==> src/rtl/d2d_pkg.sv <==
// Shared definitions for the die-to-die link: flit control-bit offsets and the
// wormhole framing state, used by both the transmit arbiter and the receive demux.
package d2d_pkg;

  // Control bits sit at FLIT_WIDTH - offset (head is the MSB, tail just below it).
  localparam int unsigned HEAD_BIT = 1;
  localparam int unsigned TAIL_BIT = 2;

  typedef enum logic {
    FrmIdle  = 1'b0,
    FrmInPkt = 1'b1
  } frame_state_e;

endpackage

==> src/rtl/d2d_rx_fifo.sv <==
// Single-channel receive FIFO. Storage is reset so the head flit reads 0 after
// reset; a push into a full FIFO is only taken when a pop frees the slot.
module d2d_rx_fifo #(
  parameter int unsigned FLIT_WIDTH = 66,
  parameter int unsigned DEPTH      = 4
) (
  input  logic                       clk,
  input  logic                       rstn,
  input  logic                       push,
  input  logic [FLIT_WIDTH-1:0]      push_data,
  input  logic                       pop,
  output logic [FLIT_WIDTH-1:0]      pop_data,
  output logic [$clog2(DEPTH):0]     count,
  output logic                       full,
  output logic                       empty
);

  localparam int unsigned AW = $clog2(DEPTH);

  logic [FLIT_WIDTH-1:0] mem_q [DEPTH];
  logic [AW-1:0]         wr_ptr_q, rd_ptr_q;
  logic [AW:0]           count_q, count_d;
  logic                  do_push, do_pop;

  assign empty    = (count_q == '0);
  assign full     = (count_q == (AW+1)'(DEPTH));
  assign count    = count_q;
  assign pop_data = mem_q[rd_ptr_q];

  assign do_pop  = pop & ~empty;
  assign do_push = push & (~full | do_pop);

  always_comb begin
    count_d = count_q;
    unique case ({do_push, do_pop})
      2'b10:   count_d = count_q + (AW+1)'(1);
      2'b01:   count_d = count_q - (AW+1)'(1);
      default: count_d = count_q;
    endcase
  end

  always_ff @(posedge clk or negedge rstn) begin
    if (!rstn) begin
      wr_ptr_q <= '0;
      rd_ptr_q <= '0;
      count_q  <= '0;
      for (int i = 0; i < int'(DEPTH); i++) begin
        mem_q[i] <= '0;
      end
    end else begin
      count_q <= count_d;
      if (do_push) begin
        mem_q[wr_ptr_q] <= push_data;
        wr_ptr_q        <= wr_ptr_q + AW'(1);
      end
      if (do_pop) begin
        rd_ptr_q <= rd_ptr_q + AW'(1);
      end
    end
  end

endmodule

==> src/rtl/d2d_demux.sv <==
// Far-die receive side of the D2D link: steers tagged flits into per-channel
// FIFOs, returns one credit per drained flit and checks per-channel framing.
module d2d_demux
  import d2d_pkg::*;
#(
  parameter int unsigned CHANNELS   = 2,
  parameter int unsigned FLIT_WIDTH = 66,
  parameter int unsigned DEPTH      = 4
) (
  input  logic                           clk,
  input  logic                           rstn,
  input  logic                           link_valid,
  input  logic [$clog2(CHANNELS)-1:0]    link_channel,
  input  logic [FLIT_WIDTH-1:0]          link_data,
  output logic [CHANNELS-1:0]            out_valid,
  output logic [CHANNELS*FLIT_WIDTH-1:0] out_data,
  input  logic [CHANNELS-1:0]            out_ready,
  output logic [CHANNELS-1:0]            credit_return,
  output logic                           overflow_err,
  output logic                           framing_err,
  output logic [$clog2(CHANNELS)-1:0]    err_channel
);

  localparam int unsigned CW   = $clog2(CHANNELS);
  localparam int unsigned CntW = $clog2(DEPTH) + 1;

  logic                head, tail, chan_ok;
  logic [CHANNELS-1:0] pop, accept, overrun, frm_bad;
  logic [CHANNELS-1:0] credit_q;
  logic                overflow_q, overflow_d;
  logic                framing_q, framing_d;
  logic [CW-1:0]       err_channel_q, err_channel_d;
  logic                ovf_new, frm_new;
  frame_state_e        frm_q [CHANNELS];
  frame_state_e        frm_d [CHANNELS];

  assign head    = link_data[FLIT_WIDTH-HEAD_BIT];
  assign tail    = link_data[FLIT_WIDTH-TAIL_BIT];
  assign chan_ok = int'(link_channel) < int'(CHANNELS);

  for (genvar i = 0; i < int'(CHANNELS); i++) begin : g_ch
    logic                  push_req, full, empty;
    logic [CntW-1:0]       count;
    logic [FLIT_WIDTH-1:0] head_data;

    assign push_req   = link_valid & chan_ok & (link_channel == CW'(i));
    assign pop[i]     = ~empty & out_ready[i];
    // A full FIFO still takes the flit when its head leaves in the same cycle.
    assign accept[i]  = push_req & ((count < CntW'(DEPTH)) | pop[i]);
    assign overrun[i] = push_req & full & ~pop[i];

    d2d_rx_fifo #(
      .FLIT_WIDTH(FLIT_WIDTH),
      .DEPTH     (DEPTH)
    ) u_fifo (
      .clk      (clk),
      .rstn     (rstn),
      .push     (accept[i]),
      .push_data(link_data),
      .pop      (pop[i]),
      .pop_data (head_data),
      .count    (count),
      .full     (full),
      .empty    (empty)
    );

    assign out_valid[i]                       = ~empty;
    assign out_data[i*FLIT_WIDTH +: FLIT_WIDTH] = head_data;
  end

  // Bad sequences still update state from the tail bit so framing resynchronises.
  always_comb begin
    for (int i = 0; i < int'(CHANNELS); i++) begin
      frm_d[i]   = frm_q[i];
      frm_bad[i] = 1'b0;
      if (accept[i]) begin
        frm_d[i]   = tail ? FrmIdle : FrmInPkt;
        frm_bad[i] = (frm_q[i] == FrmIdle) ? ~head : head;
      end
    end
  end

  assign ovf_new = |overrun;
  assign frm_new = (|frm_bad) | (link_valid & ~chan_ok);

  always_comb begin
    overflow_d    = overflow_q | ovf_new;
    framing_d     = framing_q | frm_new;
    err_channel_d = err_channel_q;
    if ((ovf_new | frm_new) & ~(overflow_q | framing_q)) begin
      err_channel_d = link_channel;
    end
  end

  always_ff @(posedge clk or negedge rstn) begin
    if (!rstn) begin
      credit_q      <= '0;
      overflow_q    <= 1'b0;
      framing_q     <= 1'b0;
      err_channel_q <= '0;
      for (int i = 0; i < int'(CHANNELS); i++) begin
        frm_q[i] <= FrmIdle;
      end
    end else begin
      credit_q      <= pop;
      overflow_q    <= overflow_d;
      framing_q     <= framing_d;
      err_channel_q <= err_channel_d;
      for (int i = 0; i < int'(CHANNELS); i++) begin
        frm_q[i] <= frm_d[i];
      end
    end
  end

  assign credit_return = credit_q;
  assign overflow_err  = overflow_q;
  assign framing_err   = framing_q;
  assign err_channel   = err_channel_q;

endmodule

==> config.mk <==
export PLATFORM = sky130hd
export DESIGN_NAME = d2d_demux
export DESIGN_NICKNAME = d
export VERILOG_FILES = /design/src/rtl/d2d_pkg.sv /design/src/rtl/d2d_rx_fifo.sv /design/src/rtl/d2d_demux.sv
export SDC_FILE = /design/constraint.sdc
export NUM_CORES = 1
export LEC_CHECK = 0
export CAP_MARGIN = 20
export CELL_PAD_IN_SITES_DETAIL_PLACEMENT = 0
export CELL_PAD_IN_SITES_GLOBAL_PLACEMENT = 1
export CORE_MARGIN = 2
export CORE_UTILIZATION = 45
export CTS_CLUSTER_DIAMETER = 40
export DETAILED_ROUTE_END_ITERATION = 8
export PLACE_DENSITY = 0.83
export SYNTH_ARGS = -nofsm -noshare
export SYNTH_HDL_FRONTEND = slang
export SYNTH_SLANG_ARGS = --single-unit
==> constraint.sdc <==
create_clock -name clk -period 1.8 [get_ports clk]
set_clock_uncertainty 0.1 [all_clocks]
set_input_delay 0.27 -clock clk [delete_from_list [all_inputs] [get_ports clk]]
set_output_delay 0.27 -clock clk [all_outputs]
set_load 0.03 [all_outputs]
==> results.md, run 1 <==
* Top cell family by delay on the critical path: buffers and inverters
* Core area at about 52000 sq um
* DR vias at roughly 14000
* Layout Cells excl Fill at between 2000 and 3000
* Top Ports at around 210
* Max VDD drop at around 1.5 mV
* Synth async-reset ratio at 100%
* CTS tree: yes
* Syn Inst Count at 1400
* Final setup fails at 165
* Total wire length at about 61000 um
* Drt pass-1 iters at 4
* Sequential area share after synthesis at between 50% and 60%
* CTS sink cnt at 549
* Max Slew Vio Count at 0
* Most frequent cells after synthesis: dfrtp_1 (549), mux2_2 (516), mux4_2 (132)
* Syn Area/Cell at about 17 sq um
* Crit start category: flip-flop
* Drt first-iter violations at 646
* Routed len/inst at 24.1 um
* CP required at approximately 1.4 ns
* Max stage delay cell, worst path: dfrtp_4
* Crit end category: output pin
* Max cap viols at 0
* Placer congestion estimate at approximately 0.76
* Initial Utilization at 45.5%
* Max Clk Rate at between 300 and 400 MHz
* Vias in the first global route at approximately 15000
* Die Y at 234 um
* Placed wire-length estimate at around 36000 um
* Synth top area share at a little under three fifths
* Crit-path max cell delay at around 0.52 ns
* First-pass GRT wire length at between 80000 and 90000 um
* Total global routing track utilization at 21.3%
* Area growth from synthesis to layout at 36.4%
* Synth top area cells: dfrtp_1 (58%), mux2_2 (24%), mux4_2 (12%)
* Fin nets at about 1900
* Routed Antenna Nets at 0
* Pin count of the biggest net entering global routing at ~110
* CTS Buf Count at 85
* Worst setup margin at -0.790 ns
* Violations in the final reports: setup timing
* Die ar. at 54900 sq um
* Ys Warns at 0
* Post-Route Setup TNS at -90.79 ns
* Final hold vios at 0
* Input/output buffers at 210
* DR DRC count at 0
* Rows at 84
* RSZ-0062 raised after global routing: true
* Leak at 14.4 nW
* Die X at 234 um
* Crit path DAT at roughly 2.2 ns
* Initial antenna violation count at 0
* WS Path Type: reg2out
* Outcome: complete, but fails checks
* Post-Place Worst Slack at -0.465 ns
* Buf/Inv on CP at 4
* Dominant cell type by area after synthesis: dfrtp_1
* Total gr overflow at 0
* Main synth FF type: dfrtp_1
* Most common cell in the netlist: dfrtp_1
* Layout cells sized above 1 at between 60 and 70%
* Worst-margin pin slew at ~0.57 ns
* Slew headroom at roughly 62%
* H-tree Lvls at 3
* Netlist cell types at 42
* Yosys reg bits at 549
* Worst-path clk slew at 0.05 ns
* Skew-Pair Late Insertion Delay at between 0.6 and 0.7 ns
* Syn_nets at 1482
* Final cycle utilization of the critical path at 144%
* Fin crit period at 2.59 ns
* Hold crit path type: in2async
* CTS root buf: clkbuf_16
* Cell Pwr Density at between 2000 and 2500 nW/um^2
* Mapped Area at approximately 24000 sq um
* Drt via density at about 5.5
* CP most frequent cell: buf_12
* CTS Buffer Depth at 3
* CP Cell Sequence: buf_12 -> buf_12 -> buf_8 -> mux4_2 -> buf_6
* Antenna Diode Count at 0
* Placed Cells at ~2300
* Post-synth EDFFs at 0
* Crit Path Max Fanout at 5
[power breakdown]
part | internal (mW) | leakage (nW) | total (mW) | switching (mW)
registers | 18.5 | 6.65 | 21.7 | 3.17
clock network | 11.5 | 1.52 | 17.7 | 6.11
logic | 18.0 | 6.26 | 33.7 | 15.7
total | 48.1 | 14.4 | 73.0 | 25.0
[worst register-to-register path: cells and delay by family (launching register included)]
| kind | cells | cell delay [ns] |
|---|---|---|
| AO/OA/AOI/OAI | 2 | 0.65 |
| flip-flops | 1 | 0.41 |
| multiplexers | 1 | 0.33 |
| AND/OR/NAND/NOR | 1 | 0.24 |
[logic make-up after synthesis]
group                    after synthesis  synth area share [%]
AO/OA/AOI/OAI                         20                 0.593
XOR/XNOR                               7                 0.257
adder cells (fa/ha/maj)               10                 0.587
buffers and inverters                101                  2.39
flip-flops                           549                  57.6
multiplexers                         664                  37.6
AND/OR/NAND/NOR                       49                  1.02
[per-stage QoR]
stage / area (sq um) / utilization (%) / total power [mW] / hold slack (ns)
2_1_floorplan: 23900 / - / 40.4 / -0.126
6_report: 32500 / 62.1 / 73.0 / 0.0387
5_1_grt: 32500 / 62.1 / 76.3 / 0.0423
4_1_cts: 31600 / 60.3 / 71.8 / 0.0341
3_5_place_dp: 27600 / 52.6 / 51.5 / 0.0943
3_3_place_gp: 27600 / 52.6 / 50.5 / 0.0869
[registers in the layout, indices dropped and copies added (netlist names)]
| register | cells |
|---|---|
| credit_return | 2 |
| err_channel | 1 |
| framing_err | 1 |
| frm_q | 2 |
| g_ch.u_fifo.count | 6 |
| g_ch.u_fifo.mem_q | 528 |
| g_ch.u_fifo.rd_ptr_q | 4 |
| g_ch.u_fifo.wr_ptr_q | 4 |
| overflow_err | 1 |
[layout by cell type (no fill, tap or decap), drive strengths merged, types with 2 or more instances in the layout]
cell type,Yosys,layout
and2,3,3
a21oi,5,5
nand2b,4,4
clkinv,0,21
clkdlybuf4s15,0,17
fa,2,2
xor2,2,2
bufinv,0,15
mux2,529,529
buf,74,282
clkbuf,18,123
dfrtp,549,549
dlygate4sd2,0,3
or3,2,2
nor2,8,8
nor3,3,3
xnor2,5,5
nand2,21,25
inv,9,23
mux2i,3,3
clkinvlp,0,6
mux4,132,132
clkdlybuf4s50,0,70
o2111ai,2,2
o21ai,6,6
ha,8,8
[worst paths after layout]
path,from,end,slack (ns),depth (start not counted)
max,g_ch[0].u_fifo.rd_ptr_q[0],out_data[29],-0.79,5
min,rstn,g_ch[0].u_fifo.mem_q[124],0.04,2
max reg2reg,frm_q[0],err_channel,-0.03,4
min reg2reg,g_ch[1].u_fifo.mem_q[196],g_ch[1].u_fifo.mem_q[196],0.39,1
max in group asynchronous,rstn,g_ch[0].u_fifo.mem_q[34],0.64,3
min in group clk,link_channel,err_channel,0.34,3
[routing by layer]
layer | share of wire (%) | vias to the layer above | global-route usage [%]
met4 | 2.0 | 0 | 5.93
met1 | 43 | 7604 | 29.1
met5 | 0 | - | 0
met2 | 51 | 307 | 35.1
met3 | 4.8 | 86 | 4.15
li1 | - | 6071 | -
[cell type report]
class	instances	area (sq um)
tap	688	861
fill	3734	19900
inverter	9	33.8
clock buffer	100	2340
multi-input combinational	754	9790
timing repair buffer	396	5000
sequential	549	13800
clock inverter	56	768
[what timing repair did]
item | 4_1_cts | 5_1_grt
endpoints found under the hold margin | 511 | 0
setup endpoints to repair | 142 | 596
resized for setup | 514 | 171
hold buffers | 1 | 0
buffers inserted | 38 | 22
pin swaps | 3 | 6
gates cloned | 8 | 25
Note: power is estimated with default switching activity, not from simulation.
==> inputs of run 2 (changes only) <==
- CORE_ASPECT_RATIO: default -> 0.7
- PLACE_DENSITY: 0.83 -> default
- PLACE_DENSITY_LB_ADDON: default -> 0.1
==> results.md, run 2 (synthesis results as in run 1) <==
* CTS Buf Count at around 70
* Pin count of the biggest net entering global routing at 76
* Cell area after layout at about 32000 sq um
* Final cycle utilization of the critical path at 142%
* Worst-path clk slew at ~0.06 ns
* Final setup fails at 141
* CTS Buffer Depth at 3
* Drt first-iter violations at between 600 and 700
* Drt pass-1 iters at 4
* Reg area at between 10000 and 15000 sq um
* Rows at 70
* Placed Cells at approximately 2300
* WHS at roughly 0.09 ns
* Multi-input gate area at 9830 sq um
* Top Ports at 211
* Final hold vios at 0
* Max cap viols at 0
* Total wire length at between 60000 and 70000 um
* Crit Path Max Fanout at 6
* Drt via density at ~5.5
* Layout Cells excl Fill at 2519
* Placed wire-length estimate at approximately 37000 um
* Leak at 14.2 nW
* Max Slew Vio Count at 0
* Placed Area at between 20000 and 30000 sq um
* CTS sink cnt at between 500 and 600
* Die X at 279 um
* CP required at about 1.4 ns
* Largest register FFs at approximately 530
* Fin nets at 1860
* Most flops, register: g_ch.u_fifo.mem_q
* Crit start category: flip-flop
* Max Clk Rate at approximately 390 MHz
* First-pass GRT wire length at roughly 92000 um
* Fin crit period at about 2.6 ns
* Fill cells at a little under 4000
* Total gr overflow at 0
* Die Y at between 150 and 200 um
* Layout cells sized above 1 at a little over 60%
* Crit end category: output pin
* Hold crit path type: in2async
* Initial Utilization at a little under half
* CTS root buf: clkbuf_16
* DR DRC count at 0
* Violations in the final reports: setup timing
* Most common cell after layout, fill and taps aside: dfrtp_1
* Max VDD drop at about 1.4 mV
* Worst r2r src: frm_q[0]
* RSZ-0062 raised after global routing: true
* FF-to-FF setup slack at -0.03 ns
* Placer congestion estimate at 0.754
* Outcome: complete, but fails checks
* Crit path DAT at ~2.2 ns
* Slew headroom at 64.9%
* Total global routing track utilization at 22.4%
* Post-Route Setup TNS at -87.57 ns
* Worst setup margin at -0.754 ns
* DR vias at approximately 14000
* Area growth from synthesis to layout at 33.8%
* Final design utilization at 61.0%
* Routed len/inst at 24.3 um
* Input/output buffers at 210
* H-tree Lvls at 3
* Die ar. at about 55000 sq um
* R2R depth at 4
* Routed Antenna Nets at 0
* Worst-margin pin slew at roughly 0.52 ns
* Skew-Pair Late Insertion Delay at between 0.5 and 0.6 ns
* Design Power at around 70 mW
* Vias in the first global route at around 15000
* WS Path Type: reg2out
* Cell Pwr Density at 2200 nW/um^2
* CTS tree: yes
* Core area at between 50000 and 60000 sq um
* Initial antenna violation count at 2
* Post-Place Worst Slack at -0.526 ns
* Most frequent cells in the layout: dfrtp_1 (544), mux2_2 (476), buf_6 (151)
* Worst R2R End: err_channel
[run 2: cell type report]
| cell class | instances | share of cell area [%] |
|---|---|---|
| well taps | 684 | 2.68 |
| inverters | 9 | 0.106 |
| multi-input cells | 750 | 30.8 |
| diodes | 2 | 0.0157 |
| repair buffers | 400 | 15.6 |
| clock buffers | 88 | 6.18 |
| clock inverters | 37 | 1.53 |
| flip-flops and latches | 549 | 43.1 |
[run 2: power by group]
group	leakage, nW	internal, mW	total (mW)	switching [mW]
logic	6.38	18.5	34.3	15.8
clock network	1.19	9.00	14.6	5.57
registers	6.65	18.5	21.4	2.98
[run 2: what timing repair did]
item                                    in CTS  in global routing
cloned                                       9                 12
endpoints found under the hold margin      518                  0
endpoints found under the setup margin     281                282
setup buffers                               51                 15
pin swaps                                    3                 11
gates resized for setup                    625                111
hold buffers                                 1                  0
[run 2: worst max-delay path: stages (launching register included)]
cell and delay, ns:
dfrtp_4 0.52, buf_4 0.16, buf_12 0.12, buf_12 0.13, mux4_2 0.47, buf_6 0.17
[run 2: worst max-delay path by stage]
stage                                    start                        end
CTS                 g_ch[1].u_fifo.rd_ptr_q[0]              out_data[121]
floorplan              g_ch[1].u_fifo.count[2]    g_ch[1].u_fifo.count[1]
finish              g_ch[1].u_fifo.rd_ptr_q[0]               out_data[72]
detailed placement                link_channel  g_ch[0].u_fifo.mem_q[169]
global placement                  link_channel  g_ch[0].u_fifo.mem_q[155]
global route        g_ch[0].u_fifo.rd_ptr_q[0]               out_data[55]
[run 2: per-layer routing]
| layer | up-vias | part of all wire, % | track usage (%) |
|---|---|---|---|
| met4 | 2 | 1.6 | 5.40 |
| met3 | 77 | 4.5 | 4.84 |
| met5 | - | 0.020 | 0 |
| met1 | 7472 | 48 | 33.2 |
| li1 | 6029 | - | - |
| met2 | 229 | 46 | 34.0 |
